--- src/rtl/alu_seq.sv ---
`default_nettype none
// ============================================================================
// Module      : alu_seq
// Description : Handshaked WIDTH-bit ALU with registered result/flags and an
//               iterative shift-add unsigned multiplier.
// Revision    : 1.0 - initial release
// ============================================================================
module alu_seq #(
    parameter int WIDTH = 8
) (
    input  logic             clk,
    input  logic             rst,
    input  logic             in_valid,
    output logic             in_ready,
    input  logic [WIDTH-1:0] a,
    input  logic [WIDTH-1:0] b,
    input  logic [3:0]       op,
    output logic             out_valid,
    input  logic             out_ready,
    output logic [WIDTH-1:0] result,
    output logic [WIDTH-1:0] result_hi,
    output logic             zero,
    output logic             carry,
    output logic             overflow,
    output logic             negative,
    output logic             err
);

    localparam int SHW = $clog2(WIDTH);

    localparam logic [1:0] S_IDLE = 2'd0;
    localparam logic [1:0] S_MUL  = 2'd1;
    localparam logic [1:0] S_DONE = 2'd2;

    localparam logic [3:0] OP_ADD  = 4'd0;
    localparam logic [3:0] OP_SUB  = 4'd1;
    localparam logic [3:0] OP_AND  = 4'd2;
    localparam logic [3:0] OP_OR   = 4'd3;
    localparam logic [3:0] OP_XOR  = 4'd4;
    localparam logic [3:0] OP_SLL  = 4'd5;
    localparam logic [3:0] OP_SRL  = 4'd6;
    localparam logic [3:0] OP_NOR  = 4'd7;
    localparam logic [3:0] OP_SRA  = 4'd8;
    localparam logic [3:0] OP_MUL  = 4'd9;
    localparam logic [3:0] OP_SLT  = 4'd10;
    localparam logic [3:0] OP_SLTU = 4'd11;

    localparam logic [SHW:0] CNT_INIT = (SHW+1)'(WIDTH);
    localparam logic [SHW:0] CNT_LAST = (SHW+1)'(1);

    logic [1:0]         state_q, state_d;
    logic [2*WIDTH-1:0] acc_q, mcand_q;
    logic [WIDTH-1:0]   mplier_q;
    logic [SHW:0]       cnt_q;
    logic [WIDTH-1:0]   result_q, result_hi_q;
    logic               zero_q, carry_q, overflow_q, negative_q, err_q;

    logic [WIDTH:0]     w_sum, w_diff;
    logic [WIDTH-1:0]   w_res;
    logic               w_c, w_v, w_err;
    logic [SHW-1:0]     w_shamt;
    logic [2*WIDTH-1:0] w_acc_nxt;
    logic               w_accept, w_mul_last;

    assign w_shamt    = b[SHW-1:0];
    assign w_accept   = in_valid && (state_q == S_IDLE);
    assign w_mul_last = (cnt_q == CNT_LAST);
    assign w_acc_nxt  = acc_q + (mplier_q[0] ? mcand_q : '0);

    // Single-cycle datapath; MUL is excluded here and handled by the iterator.
    always_comb begin
        w_sum  = {1'b0, a} + {1'b0, b};
        w_diff = {1'b0, a} - {1'b0, b};
        w_res  = '0;
        w_c    = 1'b0;
        w_v    = 1'b0;
        w_err  = 1'b0;
        case (op)
            OP_ADD: begin
                w_res = w_sum[WIDTH-1:0];
                w_c   = w_sum[WIDTH];
                w_v   = (a[WIDTH-1] == b[WIDTH-1]) && (w_sum[WIDTH-1] != a[WIDTH-1]);
            end
            OP_SUB: begin
                w_res = w_diff[WIDTH-1:0];
                w_c   = w_diff[WIDTH];
                w_v   = (a[WIDTH-1] != b[WIDTH-1]) && (w_diff[WIDTH-1] != a[WIDTH-1]);
            end
            OP_AND:  w_res = a & b;
            OP_OR:   w_res = a | b;
            OP_XOR:  w_res = a ^ b;
            OP_NOR:  w_res = ~(a | b);
            OP_SLL:  w_res = a << w_shamt;
            OP_SRL:  w_res = a >> w_shamt;
            OP_SRA:  w_res = $signed(a) >>> w_shamt;
            OP_SLT:  w_res = {{(WIDTH-1){1'b0}}, ($signed(a) < $signed(b))};
            OP_SLTU: w_res = {{(WIDTH-1){1'b0}}, (a < b)};
            OP_MUL:  w_res = '0;
            default: w_err = 1'b1;
        endcase
    end

    always_ff @(posedge clk) begin
        if (rst) begin
            state_q <= S_IDLE;
        end else begin
            state_q <= state_d;
        end
    end

    always_comb begin
        state_d = state_q;
        case (state_q)
            S_IDLE:  if (in_valid) state_d = (op == OP_MUL) ? S_MUL : S_DONE;
            S_MUL:   if (w_mul_last) state_d = S_DONE;
            S_DONE:  if (out_ready) state_d = S_IDLE;
            default: state_d = S_IDLE;
        endcase
    end

    always_comb begin
        in_ready  = (state_q == S_IDLE);
        out_valid = (state_q == S_DONE);
    end

    always_ff @(posedge clk) begin
        if (rst) begin
            acc_q       <= '0;
            mcand_q     <= '0;
            mplier_q    <= '0;
            cnt_q       <= '0;
            result_q    <= '0;
            result_hi_q <= '0;
            zero_q      <= 1'b0;
            carry_q     <= 1'b0;
            overflow_q  <= 1'b0;
            negative_q  <= 1'b0;
            err_q       <= 1'b0;
        end else if (w_accept) begin
            if (op == OP_MUL) begin
                acc_q    <= '0;
                mcand_q  <= {{WIDTH{1'b0}}, a};
                mplier_q <= b;
                cnt_q    <= CNT_INIT;
            end else begin
                result_q    <= w_res;
                result_hi_q <= '0;
                zero_q      <= (w_res == '0);
                carry_q     <= w_c;
                overflow_q  <= w_v;
                negative_q  <= w_res[WIDTH-1];
                err_q       <= w_err;
            end
        end else if (state_q == S_MUL) begin
            acc_q    <= w_acc_nxt;
            mcand_q  <= mcand_q << 1;
            mplier_q <= mplier_q >> 1;
            cnt_q    <= cnt_q - CNT_LAST;
            // Last multiplier bit: the partial sum this cycle is the full product.
            if (w_mul_last) begin
                result_q    <= w_acc_nxt[WIDTH-1:0];
                result_hi_q <= w_acc_nxt[2*WIDTH-1:WIDTH];
                zero_q      <= (w_acc_nxt == '0);
                carry_q     <= 1'b0;
                overflow_q  <= 1'b0;
                negative_q  <= w_acc_nxt[2*WIDTH-1];
                err_q       <= 1'b0;
            end
        end
    end

    assign result    = result_q;
    assign result_hi = result_hi_q;
    assign zero      = zero_q;
    assign carry     = carry_q;
    assign overflow  = overflow_q;
    assign negative  = negative_q;
    assign err       = err_q;

endmodule
`default_nettype wire
--- config.mk ---
export PLATFORM = sky130hd
export DESIGN_NAME = alu_seq
export DESIGN_NICKNAME = d
export VERILOG_FILES = /design/src/rtl/alu_seq.sv
export SDC_FILE = /design/constraint.sdc
export NUM_CORES = 1
export LEC_CHECK = 0
export CORE_MARGIN = 8
export CORE_UTILIZATION = 55
export CTS_BUF_LIST = sky130_fd_sc_hd__clkbuf_8
export CTS_CLUSTER_SIZE = 8
export DETAILED_ROUTE_END_ITERATION = 16
export GPL_ROUTABILITY_DRIVEN = 0
export PLACE_DENSITY = 0.86
export SLEW_MARGIN = 10
export SYNTH_ARGS = -nofsm -noshare
export SYNTH_HDL_FRONTEND = slang
export SYNTH_SLANG_ARGS = --single-unit
export TNS_END_PERCENT = 10
--- constraint.sdc ---
create_clock -name clk -period 5.3 [get_ports clk]
set_input_delay 0.53 -clock clk [delete_from_list [all_inputs] [get_ports clk]]
set_output_delay 0.53 -clock clk [all_outputs]
set_load 0.005 [all_outputs]
==> results of run 1 <==
-- cell families (layout without fill, tap and decap cells) --
family,count (synthesis),count (layout)
simple gates,255,255
compound gates,197,197
buf+inv,80,102
flops,67,67
fa+ha+maj,45,45
xor+xnor,27,27
mux,16,16
-- power groups by stage --
stage	sequential [mW]	clock, mW	combinational (mW)
final	0.524	0.382	0.284
after floorplan	0.533	0	0.184
after global routing	0.525	0.410	0.308
after detailed placement	0.536	0	0.275
after CTS	0.524	0.389	0.276
after global placement	0.535	0	0.267
-- final cells by class --
| class | instances | area (µm²) | area share |
|---|---|---|---|
| multi-input cells | 540 | 3676 | 0.6121 |
| flip-flops and latches | 67 | 1341 | 0.2233 |
| repair buffers | 56 | 530.5 | 0.08833 |
| well taps | 133 | 166.4 | 0.02771 |
| clock buffers | 10 | 137.6 | 0.02292 |
| inverters | 30 | 112.6 | 0.01875 |
| clock inverters | 6 | 41.29 | 0.006875 |
-- worst paths after layout --
| path | cells after the start | from | endpoint | slack [ps] |
|---|---|---|---|---|
| worst min-delay path | 2 | overflow | overflow | 460 |
| worst max-delay path | 11 | b[2] | negative | 1580 |
| worst min register to register | 2 | overflow | overflow | 460 |
| worst max register to register | 11 | mplier_q[0] | zero | 1690 |
-- metrics by stage --
step | instance area [µm²] | util | hold slack, ps
2_1_floorplan | 5326 | - | 440.5
3_3_place_gp | 5827 | 0.6073 | 438.1
3_5_place_dp | 5827 | 0.6073 | 451.6
4_1_cts | 6006 | 0.6260 | 461.9
5_1_grt | 6006 | 0.6260 | 481.5
6_report | 6006 | 0.6260 | 457.2
-- cell usage in the layout (no fill, tap or decap), drive strengths merged, types with 14 or more instances in the layout --
master          n
ha             42
clkdlybuf4s50  45
dfxtp          67
nor2           86
a211oi         15
and2           17
inv            32
o21ai          17
xnor2          16
a21oi          57
nand2          74
a311oi         15
a22oi          14
nand3          26
-- flip-flops by register name (all words and copies together) (netlist names) --
name,count
acc_q,16
mcand_q,16
mplier_q,8
result,8
result_hi,8
cnt_q,4
state_q,2
carry,1
err,1
negative,1
overflow,1
zero,1
-- critical path, cell delays in order --
cell and delay [ps]:
sky130_fd_sc_hd__clkdlybuf4s50_1 870, sky130_fd_sc_hd__inv_1 260, sky130_fd_sc_hd__ha_1 450, sky130_fd_sc_hd__o21ai_0 310, sky130_fd_sc_hd__o21bai_1 120, sky130_fd_sc_hd__a2111oi_0 470
sky130_fd_sc_hd__nor3_1 180, sky130_fd_sc_hd__a221oi_1 340, sky130_fd_sc_hd__o211ai_1 160, sky130_fd_sc_hd__o211ai_1 150, sky130_fd_sc_hd__a21oi_1 80
-- per-layer routing --
layer	share of wire	wire length [µm]	up-vias
li1	-	-	2508
met1	0.41	6114	2516
met2	0.45	6649	298
met3	0.10	1500	66
met4	0.032	476	0
met5	0	0	-
==> qor_table.md, run 1 <==
| Step | Quantity | Value |
|:---|:---|:---|
| route | Final routed wire length divided by cell count | 17.51 µm |
| global route | Pin count of the biggest net entering global routing | 69 |
| layout | Diodes inserted | 0 |
| sta | Transition time of the tightest slew-check pin | 1049 ps |
| route | DR vias | 5388 |
| synth | Combinational family with the most area after synthesis | compound AO/OA/AOI/OAI gates |
| setup path | Crit path launch type | input port |
| synth | Post-synthesis cell type count | 67 |
| synth | Area contributors post-synth | sky130_fd_sc_hd__dfxtp_1 (25%), sky130_fd_sc_hd__ha_1 (9.9%), sky130_fd_sc_hd__nor2_1 (6.1%) |
| global route | Total grt overflow | 0 |
| synth | Number of enable-type register cells in the synthesized netlist | 0 |
| cts | Post-cts gate resize count | 0 |
| synth | Cell taking the most area after synthesis | sky130_fd_sc_hd__dfxtp_1 |
| power | Power share of the sequential group | 0.441 |
| cts | Clock buffer depth | 2 |
| synth | Area fraction in and, or, nand and nor cells after synthesis | 0.2241 |
| sta | Number of slew-limit violations in the final report | 0 |
| layout | Relative area change from synthesis to final layout | 12.76% |
| synth | Seq cells post-synth | 67 |
| sta | Final cycle utilization of the critical path | 0.7011 |
| power | Total power of the final layout | 1.190 mW |
| layout | Final cell count without fillers | 842 |
| setup path | Setup Crit Path Kind | input port to flop |
| place | Placed insts | 826 |
| power | Clock share of power | 0.321 |
| synth | Post-Syn Nets | 756 |
| global route | Met1 layer usage reported by global route | 0.2857 |
| synth | Most numerous cell in the Yosys netlist | sky130_fd_sc_hd__nor2_1 |
| floorplanning | X dimension of the die | 114.4 µm |
| route | Post-DR vias/cell | 6.399 |
| sta | Setup tns final | 0 ps |
| global route | Vias in the first global route | 5138 |
| route | Remaining DRCs | 0 |
| power | Worst vdd rail ir drop | 0.1012 mV |
| power | Sw power | 0.3757 mW |
| cts | Clock Sink Count | 67 |
| synth | Yosys warns | 0 |
| synth | Share of synthesized cell area in full adder, half adder and majority cells | 0.1099 |
| global route | GR met2 Demand/Resource | 0.3657 |
| layout | Layout cell share with drive strength beyond 1 | 0.06770 |
| cts | Clock edge transition at the registers on the reported setup and hold paths | 80 ps |
| sta | Final critical-path setup slack | 1584 ps |
| cts | TritonCTS clock tree | built |
| place | Count of input and output buffers | 46 |
| synth | Compound-gate portion of the synthesized area | 0.2603 |
| sta | Highest Clock Rate | 269.1 MHz |
| route | Remaining antenna violation count after routing | 0 |
| setup path | Kind of end point of the critical path | flop |
| route | Aggregate routed wire length | 14.74 mm |
| synth | Cell area after technology mapping | 0.005326 mm² |
| global route | Met3 GRT Util | 0.05960 |
| power | Sw Share | 0.3156 |
| floorplanning | Placeable core area | 0.009594 mm² |
| synth | Mapped Cells | 687 |
| cts | Number of buffers inserted to repair setup after CTS | 0 |
| global route | Global-route wire length before repair | 24.75 mm |
| cts | Clock insertion delay at the later pin of the skew report | 350 ps |
| worst hold path | Worst min path class | flop to flop |
| sta | # setup viols final | 0 |
| cts | CTS root buffer | sky130_fd_sc_hd__clkbuf_8 |
| synth | Fraction of synthesis flops using an asynchronous set or reset pin | 0 |
| cts | Maximum level of the CTS H-tree | 3 |
| setup path | Biggest fanout along the worst timing path | 18 |
| layout | Fillcell total | 837 |
| route | Initial detailed-routing violation count | 585 |
| sta | Post-layout minimum cycle time | 3716 ps |
| synth | Top-area cell type share of the netlist area | 0.2518 |
| floorplanning | Rows | 36 |
| flow run | Reported max-cap violation count | 0 |
| floorplanning | Starting density of the core | 0.5552 |
| sta | RSZ-0062 raised after global routing | false |
| sta | Clock tree skew after final layout | 11.10 ps |
| sta | Normalized max-slew margin | 0.2828 |
| synth | Post-synth top flop | sky130_fd_sc_hd__dfxtp_1 |
| global route | Gr busiest metal | met2 |
| global route | Total track usage | 0.2301 |
| layout | Layout net count | 773 |
| floorplanning | Die height | 114.4 µm |
| global route | Number of antenna violations at the first check in global routing | 0 |
| synth | Post-synthesis share of cell area spent on xor and xnor gates | 0.04440 |
| power | Internal power | 0.8146 mW |
| floorplanning | Total die area | 0.01309 mm² |
| power | Relative contribution of combinational cells to total power | 0.238 |
| synth | Portion of the post-synthesis area used by sequential elements | 0.2518 |
| status | Status | finished clean |
| place | Setup WS pre-CTS | 1375 ps |
| power | Pleak | 2.334 nW |
| cts | # hold bufs at CTS | 0 |
| sta | Final hold viol count | 0 |
| setup path | WP data required | 5510 ps |
| synth | Mux cell area share after synthesis | 0.05144 |
| synth | Average cell area after synthesis | 7.753 µm² |
| floorplanning | IO Pins | 47 |
| cts | Num CTS Buffers | 9 |
| route | First-pass iteration count of the detailed router | 7 |
| setup path | Signal arrival time at the worst endpoint | 3930 ps |
| synth | Commonest cells in the netlist | sky130_fd_sc_hd__nor2_1 (86), sky130_fd_sc_hd__nand2_1 (74), sky130_fd_sc_hd__dfxtp_1 (67), sky130_fd_sc_hd__a21oi_1 (55) |
| place | Dpl hpwl | 10.88 mm |
| power | Pwr per Cell Area | 198.2 mW/mm² |
Note: power is estimated with default switching activity, not from simulation.
==> inputs of run 2 (changes only) <==
- PLACE_DENSITY: 0.86 -> 0.89
- clock period: 5.3 -> 3.2 ns (I/O delays scaled with it)
==> qor_table.md, run 2 (synthesized netlist as in run 1, its figures left out) <==
| Step | Quantity | Value | Delta |
|:---|:---|:---|:---|
| status | Status | finished clean | unchanged |
| floorplanning | X dimension of the die | 114.4 µm | unchanged |
| floorplanning | Rows | 36 | unchanged |
| global route | Total grt overflow | 0 | unchanged |
| power | Worst vdd rail ir drop | 0.1893 mV | was 0.1012 mV |
| global route | Global-route wire length before repair | 26.62 mm | was 24.75 mm |
| cts | TritonCTS clock tree | built | unchanged |
| setup path | Crit path largest cell delay | 440 ps | was 870 ps |
| route | First-pass iteration count of the detailed router | 6 | was 7 |
| sta | Final cycle utilization of the critical path | 0.9870 |  |
| sta | Highest Clock Rate | 316.6 MHz |  |
| power | Internal power | 1.364 mW | was 0.8146 mW |
| cts | Num CTS Buffers | 9 | unchanged |
| layout | Layout net count | 809 | was 773 |
| global route | Pin count of the biggest net entering global routing | 68 | was 69 |
| setup path | WP data required | 3490 ps | was 5510 ps |
| layout | Biggest regs | acc_q x16, mcand_q x16 | unchanged |
| layout | Relative area change from synthesis to final layout | 18.93% | was 12.76% |
| cts | CTS root buffer | sky130_fd_sc_hd__clkbuf_8 | unchanged |
| global route | Total track usage | 0.2500 | was 0.2301 |
| floorplanning | Starting density of the core | 0.5552 | unchanged |
| route | Initial detailed-routing violation count | 678 | was 585 |
| cts | # hold bufs at CTS | 0 | unchanged |
| route | Final routed wire length divided by cell count | 18.69 µm | was 17.51 µm |
| setup path | Cell with the largest stage delay on the worst path | sky130_fd_sc_hd__or4_4 | was sky130_fd_sc_hd__clkdlybuf4s50_1 |
| layout | Fillcell total | 754 | was 837 |
| route | Remaining DRCs | 0 | unchanged |
| power | Clock share of power | 0.317 | was 0.321 |
| setup path | Setup Crit Path Kind | flop to flop | was input port to flop |
| setup path | Crit path launch type | flop | was input port |
| cts | Clock Sink Count | 67 | unchanged |
| cts | Clock edge transition at the registers on the reported setup and hold paths | 80 ps | about the same |
| cts | Clock insertion delay at the later pin of the skew report | 370 ps | was 350 ps |
| floorplanning | Placeable core area | 0.009594 mm² | unchanged |
| sta | # setup viols final | 0 | unchanged |
| sta | RSZ-0062 raised after global routing | true | was false |
| cts | Clock buffer depth | 2 | unchanged |
| global route | Number of antenna violations at the first check in global routing | 0 | unchanged |
| setup path | Signal arrival time at the worst endpoint | 3450 ps | was 3930 ps |
| sta | Final critical-path setup slack | 41.64 ps | was 1584 ps |
| place | Dpl hpwl | 12.10 mm | was 10.88 mm |
| power | Power share of the sequential group | 0.428 | was 0.441 |
| setup path | Kind of end point of the critical path | flop | unchanged |
| setup path | Critical-path cell list | and2_4, ha_4, fa_2, a21o_1, a21oi_2, xor2_1, nand4_1, or3b_1, or4_1, or4_4, o211ai_2 | was clkdlybuf4s50_1, inv_1, ha_1, o21ai_0, o21bai_1, a2111oi_0, nor3_1, a221oi_1, o211ai_1, o211ai_1, a21oi_1 |
| place | Setup WS pre-CTS | -70.79 ps | was 1375 ps |
| layout | Diodes inserted | 0 | unchanged |
| floorplanning | IO Pins | 47 | unchanged |
| layout | Final cell count without fillers | 878 | was 842 |
| floorplanning | Die height | 114.4 µm | unchanged |
| layout | Area of the multi-input gates | 0.003711 mm² | was 0.003676 mm² |
| cts | Maximum level of the CTS H-tree | 3 | unchanged |
| layout | Layout cell share with drive strength beyond 1 | 0.1248 | was 0.06770 |
| power | Pleak | 2.506 nW | was 2.334 nW |
| floorplanning | Total die area | 0.01309 mm² | unchanged |
| sta | Post-layout minimum cycle time | 3158 ps |  |
| route | Aggregate routed wire length | 16.41 mm | was 14.74 mm |
| route | Post-DR vias/cell | 6.390 | was 6.399 |
| sta | Final hold viol count | 0 | unchanged |
| sta | Clock tree skew after final layout | 25.26 ps | was 11.10 ps |
| place | Count of input and output buffers | 46 | unchanged |
| flow run | Reported max-cap violation count | 0 | unchanged |
| power | Sw power | 0.6627 mW | was 0.3757 mW |
| layout | Flip-flop and latch area | 0.001344 mm² | was 0.001341 mm² |
| setup path | Worst path buffer plus inverter count | 0 | was 2 |
| global route | Vias in the first global route | 5543 | was 5138 |
| power | Sw Share | 0.3270 | was 0.3156 |
| route | Remaining antenna violation count after routing | 0 | unchanged |
| power | Pwr per Cell Area | 319.9 mW/mm² | was 198.2 mW/mm² |
| sta | Normalized max-slew margin | 0.4740 | was 0.2828 |
| setup path | Family with the most delay on the worst path | simple AND/OR/NAND/NOR gates | was compound AO/OA/AOI/OAI gates |
| layout | Most frequent cells in the layout | sky130_fd_sc_hd__nor2_1 (86), sky130_fd_sc_hd__nand2_1 (74), sky130_fd_sc_hd__dfxtp_1 (65) | was sky130_fd_sc_hd__nor2_1 (86), sky130_fd_sc_hd__nand2_1 (74), sky130_fd_sc_hd__dfxtp_1 (67) |
| route | DR vias | 5610 | was 5388 |
| power | Relative contribution of combinational cells to total power | 0.255 | was 0.238 |
| sta | Transition time of the tightest slew-check pin | 786.1 ps | was 1049 ps |
| layout | Leading cell type in the layout, fill and taps excluded | sky130_fd_sc_hd__nor2_1 | unchanged |
| place | Placed insts | 860 | was 826 |
| worst hold path | Worst min path class | input port to flop | was flop to flop |
| setup path | Biggest fanout along the worst timing path | 3 | was 18 |
| sta | Final worst hold slack | 318.6 ps | was 457.2 ps |
| sta | Number of slew-limit violations in the final report | 0 | unchanged |
[run 2: cell types whose count changed in the layout (fill, tap and decap cells not counted), moves of 2 or more]
cell,delta
sky130_fd_sc_hd__buf_12,+2
sky130_fd_sc_hd__buf_4,+34
sky130_fd_sc_hd__dfxtp_1,-2
sky130_fd_sc_hd__dfxtp_2,+2
sky130_fd_sc_hd__ha_1,-2
sky130_fd_sc_hd__o21ai_0,-4
sky130_fd_sc_hd__o21ai_1,+4
[run 2: routing by layer]
metal | track usage | vias to the layer above | wire [µm] | share of wire
li1 | - | 2584 | - | -
met1 | 0.3025 | 2579 | 6369 | 0.39
met2 | 0.4026 | 364 | 7612 | 0.46
met3 | 0.05591 | 83 | 1704 | 0.10
met4 | 0.1375 | 0 | 721 | 0.044
met5 | 0 | - | 0 | 0
[run 2: path summary, 6_finish.rpt]
kind / from / endpoint / slack (ps) / cells past startpoint
hold / removal: rst / zero / 320 / 4
setup / recovery: mplier_q[0] / zero / 40 / 11
hold reg to reg: result[4] / result[4] / 460 / 2
setup reg to reg: mplier_q[0] / zero / 40 / 11
[run 2: worst min-delay path, stage by stage]
cell and delay (ps):
sky130_fd_sc_hd__buf_2 110, sky130_fd_sc_hd__a21oi_2 60, sky130_fd_sc_hd__nand2_1 70, sky130_fd_sc_hd__o211ai_2 60
[run 2: power groups by stage]
stage / Combinational [mW] / Sequential [mW] / Clock, mW
after global placement: 0.481 / 0.885 / 0
after detailed placement: 0.499 / 0.886 / 0
after CTS: 0.501 / 0.867 / 0.643
after global routing: 0.555 / 0.869 / 0.688
final: 0.517 / 0.867 / 0.642
after floorplan: 0.305 / 0.883 / 0
[run 2: stage by stage]
| step | total power, mW | utilization | area, µm² | setup TNS [ps] |
|---|---|---|---|---|
| after floorplan | 1.188 | - | 5326 | 0 |
| after global routing | 2.112 | 0.6603 | 6335 | -77.96 |
| after detailed placement | 1.385 | 0.6365 | 6107 | -70.79 |
| after CTS | 2.011 | 0.6551 | 6285 | 0 |
| after global placement | 1.366 | 0.6365 | 6107 | 0 |
| final | 2.026 | 0.6603 | 6335 | 0 |
[run 2: area by class of cell]
class / count / share of cell area
well taps: 133 / 0.02627
clock inverters: 7 / 0.008098
inverters: 30 / 0.01778
flip-flops and latches: 67 / 0.2121
multi-input cells: 540 / 0.5858
clock buffers: 9 / 0.01955
repair buffers: 92 / 0.1304
[run 2: repair_timing]
item	CTS	global route
resized for setup	1	13
endpoints found under the setup margin	1	1
cloned	0	0
pin swaps	1	7
buffers inserted	0	2
